===== config.mk =====
export PLATFORM = sky130hd
export DESIGN_NAME = clock_period_meter_flat
export DESIGN_NICKNAME = d
export VERILOG_FILES = /design/src/rtl/clock_period_meter_if.sv /design/src/rtl/clock_period_meter.sv /design/src/flat_wrapper.sv
export SDC_FILE = /design/constraint.sdc
export NUM_CORES = 1
export LEC_CHECK = 0
export ABC_AREA = 0
export BUFFER_PORTS_ARGS = -buffer_cell sky130_fd_sc_hd__clkbuf_2
export CAP_MARGIN = 10
export CELL_PAD_IN_SITES_DETAIL_PLACEMENT = 0
export CELL_PAD_IN_SITES_GLOBAL_PLACEMENT = 1
export CORE_ASPECT_RATIO = 1.4
export CORE_UTILIZATION = 40
export DETAILED_ROUTE_END_ITERATION = 7
export HOLD_SLACK_MARGIN = 0.05
export PLACE_DENSITY_LB_ADDON = 0.1
export SLEW_MARGIN = 5
export SYNTH_ARGS = -nofsm -noshare
export SYNTH_HDL_FRONTEND = slang
export SYNTH_SLANG_ARGS = --single-unit

===== constraint.sdc =====
create_clock -name clk_in -period 2.2 [get_ports clk_in]
set_clock_uncertainty 0.2 [all_clocks]
set_input_delay 0.22 -clock clk_in [delete_from_list [all_inputs] [get_ports clk_in]]
set_output_delay 0.22 -clock clk_in [all_outputs]
set_load 0.05 [all_outputs]

===== src/rtl/clock_period_meter_if.sv =====
// Measurement bus of clock_period_meter: input under test, start request, and held results.
interface clock_period_meter_if #(
  parameter int CNT_W = 8
);
  logic             sig_in;
  logic             start;
  logic             busy;
  logic             done;
  logic [CNT_W-1:0] high_cycles;
  logic [CNT_W-1:0] low_cycles;
  logic [CNT_W:0]   period;
  logic             overflow;

  modport master (
    output sig_in, start,
    input  busy, done, high_cycles, low_cycles, period, overflow
  );

  modport slave (
    input  sig_in, start,
    output busy, done, high_cycles, low_cycles, period, overflow
  );
endinterface


===== src/rtl/clock_period_meter.sv =====
// Measures high time, low time and period of a divided clock, in clk_in cycles.
// One measurement per start pulse; results and overflow hold until the next done.
module clock_period_meter #(
  parameter int CNT_W = 8
) (
  input  logic                 clk_in,
  input  logic                 rst,
  clock_period_meter_if.slave  bus
);
  typedef enum logic [1:0] {IDLE, ARM, HIGH, LOW} state_t;

  localparam logic [CNT_W-1:0] CNT_MAX = '1;

  state_t           state_q, state_d;
  logic             s1_q, s1_d, s2_q, s2_d, sd_q, sd_d;
  logic [CNT_W-1:0] cnt_q, cnt_d;
  logic [CNT_W-1:0] high_q, high_d;
  logic [CNT_W-1:0] low_q, low_d;
  logic [CNT_W:0]   period_q, period_d;
  logic             ovf_q, ovf_d;
  logic             done_q, done_d;
  logic             rise, fall, edge_hit;

  assign rise = s2_q & ~sd_q;
  assign fall = ~s2_q & sd_q;

  always_comb begin
    state_d  = state_q;
    s1_d     = bus.sig_in;
    s2_d     = s1_q;
    sd_d     = s2_q;
    cnt_d    = cnt_q;
    high_d   = high_q;
    low_d    = low_q;
    period_d = period_q;
    ovf_d    = ovf_q;
    done_d   = 1'b0;
    edge_hit = 1'b0;

    unique case (state_q)
      IDLE: begin
        if (bus.start) begin
          state_d = ARM;
          cnt_d   = CNT_W'(1);
          ovf_d   = 1'b0;
        end
      end
      ARM: begin
        edge_hit = rise;
        if (rise) begin
          state_d = HIGH;
          cnt_d   = CNT_W'(1);
        end
      end
      HIGH: begin
        edge_hit = fall;
        if (fall) begin
          high_d  = cnt_q;
          cnt_d   = CNT_W'(1);
          state_d = LOW;
        end
      end
      LOW: begin
        edge_hit = rise;
        if (rise) begin
          low_d    = cnt_q;
          period_d = {1'b0, high_q} + {1'b0, cnt_q};
          done_d   = 1'b1;
          state_d  = IDLE;
        end
      end
    endcase

    // While waiting for an edge: count, or give up at saturation and
    // report all-ones, discarding anything captured earlier this run.
    if (state_q != IDLE && !edge_hit) begin
      if (cnt_q == CNT_MAX) begin
        high_d   = CNT_MAX;
        low_d    = CNT_MAX;
        period_d = {1'b0, CNT_MAX} + {1'b0, CNT_MAX};
        ovf_d    = 1'b1;
        done_d   = 1'b1;
        state_d  = IDLE;
      end else begin
        cnt_d = cnt_q + 1'b1;
      end
    end
  end

  always_ff @(posedge clk_in) begin
    if (rst) begin
      state_q  <= IDLE;
      s1_q     <= 1'b0;
      s2_q     <= 1'b0;
      sd_q     <= 1'b0;
      cnt_q    <= '0;
      high_q   <= '0;
      low_q    <= '0;
      period_q <= '0;
      ovf_q    <= 1'b0;
      done_q   <= 1'b0;
    end else begin
      state_q  <= state_d;
      s1_q     <= s1_d;
      s2_q     <= s2_d;
      sd_q     <= sd_d;
      cnt_q    <= cnt_d;
      high_q   <= high_d;
      low_q    <= low_d;
      period_q <= period_d;
      ovf_q    <= ovf_d;
      done_q   <= done_d;
    end
  end

  assign bus.busy        = (state_q != IDLE);
  assign bus.done        = done_q;
  assign bus.high_cycles = high_q;
  assign bus.low_cycles  = low_q;
  assign bus.period      = period_q;
  assign bus.overflow    = ovf_q;
endmodule


===== src/flat_wrapper.sv =====
// flat-port wrapper written by rule: the top's interface ports become plain ports
module clock_period_meter_flat 
#(
  parameter int CNT_W = 8
)
  (clk_in, rst, bus_sig_in, bus_start, bus_busy, bus_done, bus_high_cycles, bus_low_cycles, bus_period, bus_overflow);
  clock_period_meter_if #(.CNT_W(CNT_W)) bus_i ();
  input  logic clk_in;
  input  logic rst;
  input wire logic [$bits(bus_i.sig_in)-1:0] bus_sig_in;
  input wire logic [$bits(bus_i.start)-1:0] bus_start;
  output wire logic [$bits(bus_i.busy)-1:0] bus_busy;
  output wire logic [$bits(bus_i.done)-1:0] bus_done;
  output wire logic [$bits(bus_i.high_cycles)-1:0] bus_high_cycles;
  output wire logic [$bits(bus_i.low_cycles)-1:0] bus_low_cycles;
  output wire logic [$bits(bus_i.period)-1:0] bus_period;
  output wire logic [$bits(bus_i.overflow)-1:0] bus_overflow;
  assign bus_i.sig_in = bus_sig_in;
  assign bus_i.start = bus_start;
  assign bus_busy = bus_i.busy;
  assign bus_done = bus_i.done;
  assign bus_high_cycles = bus_i.high_cycles;
  assign bus_low_cycles = bus_i.low_cycles;
  assign bus_period = bus_i.period;
  assign bus_overflow = bus_i.overflow;
  clock_period_meter #(.CNT_W(CNT_W)) u_core (.clk_in(clk_in), .rst(rst), .bus(bus_i));
endmodule

[Word level (Yosys, flattened, before mapping)]
Index checks and enable logic that the tools add are counted.
Word-level totals
  register bits after elaboration: 40
  input port bits: 4
  output and inout bits: 28
Cells by class
  $add $sub $neg: 2
  equality and inequality tests: 4
  muxes and demuxes: 34
  bitwise operators: 4
  reduce and logical (&&, ||, !) cells: 5
Operators with widths (number)
  2-to-1 mux 8 bit: 13
  2-to-1 mux 9 bit: 4
  one-hot mux 8 bit (3 select lines): 1
  2-to-1 mux 2 bit: 6
  adder 8 x 8 -> 9 bit: 1
  adder 8 x 1 -> 8 bit, second input constant: 1
  equality test 8 bit, second input constant: 1
  2-to-1 mux 1 bit: 8
  one-hot mux 2 bit (4 select lines): 1
  equality test 2 bit, second input constant: 2
  AND 1 bit: 2
  equality test 2 x 1 -> 1 bit, second input constant: 1
  logical NOT 2 bit: 1
  NOT 1 bit: 2
  one-hot mux 1 bit (2 select lines): 1
  nonzero test 2 bit: 1
  OR reduction 2 bit: 1
  logical AND 1 bit: 1
  logical NOT 1 bit: 1

[Longest topological paths before layout]
  word-level depth: 6
  mapped depth: 8
  gate-level depth less buffers: 8

[Least setup slack after synthesis]
Ideal clock, no wire load.
  path kind: reg-to-reg
  start: reg u_core.high_q[0], in the netlist u_core.bus.high_cycles[0]
  end: reg u_core.period_q[6], in the netlist u_core.bus.period[6]
  arrival time: 1.943 ns
  path slack: -0.067 ns
  cell stages (with the launch flop): 9
  buffers on the path: 0
  clock period less this slack: 2.267 ns
  cell sequence: dfxtp_1 -> ha_1 -> inv_1 -> fa_1 -> nor2b_1 -> o31a_1 -> o21ai_0 -> o211ai_1 -> a21oi_1
Between the ends
  cells in the longest elaborated chain, start to end: 5
RTL lines
  start, declared: line clock_period_meter.sv:17  | logic [CNT_W-1:0] high_q, high_d;
  start signal, assigned: line clock_period_meter.sv:108  | high_q <= high_d;
  adder 8 x 8 -> 9 bit (*): line clock_period_meter.sv:67  | period_d = {1'b0, high_q} + {1'b0, cnt_q};
  2-to-1 mux 9 bit (*): line clock_period_meter.sv:65  | if (rise) begin
  2-to-1 mux 9 bit (*): line clock_period_meter.sv:40  | unique case (state_q)
  2-to-1 mux 9 bit: line clock_period_meter.sv:77  | if (cnt_q == CNT_MAX) begin
  2-to-1 mux 9 bit (*): line clock_period_meter.sv:76  | if (state_q != IDLE && !edge_hit) begin
  end signal, assigned: line clock_period_meter.sv:110  | period_q <= period_d;
  end, declared: line clock_period_meter.sv:19  | logic [CNT_W:0] period_q, period_d;
Mark *: on every way between the ends. The rest lies on a longest branch, timed or not.
A chain may end at the register's enable or synchronous reset.

[Final worst setup path]
  start: reg u_core.cnt_q[0]
  end: reg u_core.period_q[6], in the netlist u_core.bus.period[6]
Between the ends
  cells in the longest elaborated chain, start to end: 5
  elaborated cells on any way between the ends: 6
  those cells by class: add/sub: 1; eq/ne: 1; mux: 4
RTL lines
  start, declared: line clock_period_meter.sv:16  | logic [CNT_W-1:0] cnt_q, cnt_d;
  start signal, assigned: line clock_period_meter.sv:107  | cnt_q <= cnt_d;
  adder 8 x 8 -> 9 bit: line clock_period_meter.sv:67
  2-to-1 mux 9 bit: line clock_period_meter.sv:65
  2-to-1 mux 9 bit: line clock_period_meter.sv:40
  2-to-1 mux 9 bit: line clock_period_meter.sv:77
  2-to-1 mux 9 bit (*): line clock_period_meter.sv:76
Marks and branches as above.

==> results.md <==
- Status: finished clean
- Max FO, Critical Path: 5
- Layout cells sized above 1: 27.4%
- Largest net degree at the start of global routing: 24
- Initial antenna violation count: 0
- Ys async rst share: 0%
- Syn avg cell area: around 9 sq um
- Commonest non-fill, non-tap cell in the layout: dfxtp_1
- Clock buffer count from CTS: 5
- Htree depth: 2
- Via count: 1800
- Slew Viols, Final: 0
- Met2 WL: 2590 microns
- Final Hold Violating Endpoints: 0
- Core Util, Final: approximately half
- Final ANT Viol Nets: 0
- CP Data Arrival Time: approximately 2 ns
- DRC: 0
- LEAKAGE: between 1 and 1.5 nW
- Vias in the first global route: around 1.7k
- Yosys reg bits: 40
- Post-synth top area cell: dfxtp_1
- Synth area leaders: dfxtp_1 (39%), a21oi_1 (6.8%), ha_1 (5.5%), mux2i_1 (4.9%), o21ai_0 (4.1%)
- Ports: 32
- Post-synth EDFFs: 0
- Multi-input logic area: 0.00118 sq mm
- Vias per cell: 5.33
- Worst-Margin Slew: 0.504 ns
- Nets: 287
- Tightest Hold Check Type: in -> reg
- Clock Tree Buf Depth: 2
- CTS tree: built
- Routability cong.: around 0.81
- DR WL met3: 98 microns
- TritonRoute pass-1 iters: 4
- Crit path required time: 2.18 ns
- Core ar.: just under 0.005 sq mm
- Max Fclk: 485 MHz
- Layout area overhead: 20.3%
- GRT Total Usage: 19.5%
- Kind of critical path: reg -> reg
- Critical path startpoint category: flip-flop
- Yosys top cell area share: 38.8%
- Relative slew slack: 66.3%
- CTS root buffer: clkbuf_8
- Post-Route Setup TNS: 0 ns
- Pwr dens: ~550 mW/mm^2
- Tmin final: 2.06 ns
- Top_reg_cell synth: dfxtp_1
- Die X: 62.7 microns
- Global route overflow: 0
- Setup Viol. Count Final: 0
- CTS clk-pin slew, worst paths: 0.08 ns
- Site Rows: 30
- Post-Route WL: about 4900 microns
- Worst-case vdd ir drop: about 330 uV
- Die Height: 87.0 microns
- Filler instances: 510
- ANT cells: 0
- Tcrit/Tclk final: 93.7%
- Clock sink total: 40
- Clk_lat worst skew: roughly 0.28 ns
- Most frequent cells in the layout: dfxtp_1 (38), clkbuf_2 (31), a21oi_1 (28)
- Placed instance count: about 330
- Sequential share of the synthesized area: 38.8%
- RSZ-0062 raised after global routing: false
- Synth warn: 0
- Netlist Area Pre-Place: 0.00206 sq mm
- Port Buffers: 31
- Synth cell types: 51
- Mapped Cells: between 200 and 250
- Initial Utilization: 41.9%
- Uppermost layer routed: met4
- Worst setup EP type: flip-flop
- 1st-iter DRT viols: 76
- First-pass GRT wire length: just over 8000 microns
- Non-Filler Instances: 338
- Wire length per cell: 14.5 microns
- Max-Cap Viols: 0
- Setup Buffers After CTS: 0
- Detail Placement HPWL: 3670 microns
- Reg area: 803 sq um
- Syn_nets: 245
- DIE AREA: approximately 0.0055 sq mm
- Met1 wire length: 2140 microns
## repair_timing
item                       4_1_cts  5_1_grt
hold endpoints to repair         1        0
gates resized for setup          0        3
setup endpoints to repair        0        3
hold buffers                     1        0
## metrics by stage
stage | hold WS, ns | total power, mW | area [sq um] | setup slack (ns)
global placement | 0.222 | 0.869 | 2360 | 0.150
floorplan | 0.148 | 0.829 | 2060 | 0.0324
CTS | 0.101 | 1.37 | 2470 | 0.0964
finish | 0.120 | 1.36 | 2480 | 0.138
detailed placement | 0.236 | 0.868 | 2360 | 0.129
global route | 0.123 | 1.42 | 2480 | 0.00548
## cell families (layout without fill, tap and decap cells)
kind of cell | Yosys count | after routing | share of synthesized area [%]
compound gates | 68 | 68 | 21.4
xor+xnor | 5 | 5 | 2.12
fa+ha+maj | 10 | 10 | 6.43
buf+inv | 20 | 63 | 4.98
flops | 40 | 40 | 38.8
mux | 10 | 10 | 4.85
simple gates | 78 | 78 | 21.4
## path summary, 6_finish.rpt
| kind | from | endpoint | slack [ns] | depth (start not counted) |
|---|---|---|---|---|
| max | u_core.cnt_q[0] | u_core.bus.period[6] | 0.14 | 8 |
| min | rst | u_core.bus.high_cycles[6] | 0.12 | 2 |
| max reg2reg | u_core.cnt_q[0] | u_core.bus.period[6] | 0.14 | 8 |
| min reg2reg | u_core.s1_q | u_core.s2_q | 0.24 | 1 |
## cell usage after synthesis, types with 2 or more instances
| library cell | n |
|---|---|
| mux2i_1 | 10 |
| xor2_1 | 4 |
| a211oi_1 | 2 |
| a21oi_1 | 28 |
| nor2b_1 | 4 |
| nor3_1 | 13 |
| buf_4 | 2 |
| nor2_1 | 16 |
| a22o_1 | 2 |
| o31ai_1 | 2 |
| a221oi_2 | 3 |
| and2_1 | 5 |
| dfxtp_1 | 40 |
| nand3_1 | 8 |
| or2_2 | 2 |
| nor2_2 | 2 |
| a21o_1 | 2 |
| nand3b_1 | 2 |
| and3_1 | 4 |
| o211ai_1 | 2 |
| buf_2 | 4 |
| nand2b_1 | 2 |
| inv_1 | 6 |
| clkbuf_1 | 6 |
| o21ai_0 | 17 |
| nand2_1 | 8 |
| nor3_2 | 3 |
| ha_1 | 9 |
## where the power goes
part	internal, mW	switching, mW
combinational	0.0455	0.0661
sequential	0.732	0.0117
clock	0.251	0.257
total	1.03	0.335
## routing by layer
metal / track usage [%] / vias to the layer above
li1: - / 926
met1: 22.9 / 839
met2: 35.2 / 31
met3: 3.14 / 4
met4: 7.61 / 0
met5: 0 / -
## layout make-up
| type | instances | share of cell area (%) |
|---|---|---|
| Timing Repair Buffer | 49 | 12.3 |
| Sequential cell | 40 | 32.4 |
| Clock buffer | 6 | 3.33 |
| Multi-Input combinational cell | 171 | 47.5 |
| Inverter | 6 | 0.908 |
| Clock inverter | 2 | 0.403 |
| Tap cell | 64 | 3.23 |
## sequential cells by signal, indices dropped and copies added, names as in the netlist
| name | cells |
|---|---|
| u_core.bus.done | 1 |
| u_core.bus.high_cycles | 8 |
| u_core.bus.low_cycles | 8 |
| u_core.bus.overflow | 1 |
| u_core.bus.period | 9 |
| u_core.cnt_q | 8 |
| u_core.s1_q | 1 |
| u_core.s2_q | 1 |
| u_core.sd_q | 1 |
| u_core.state_q | 2 |
## critical path, cell delays in order (launching register included)
cell	delay [ns]
dfxtp_1	0.35
ha_1	0.22
inv_1	0.08
fa_2	0.21
nor2b_1	0.06
o31a_1	0.26
or4_1	0.40
o211ai_1	0.10
a21oi_1	0.08
No activity file was read; power rests on OpenSTA's default activity.
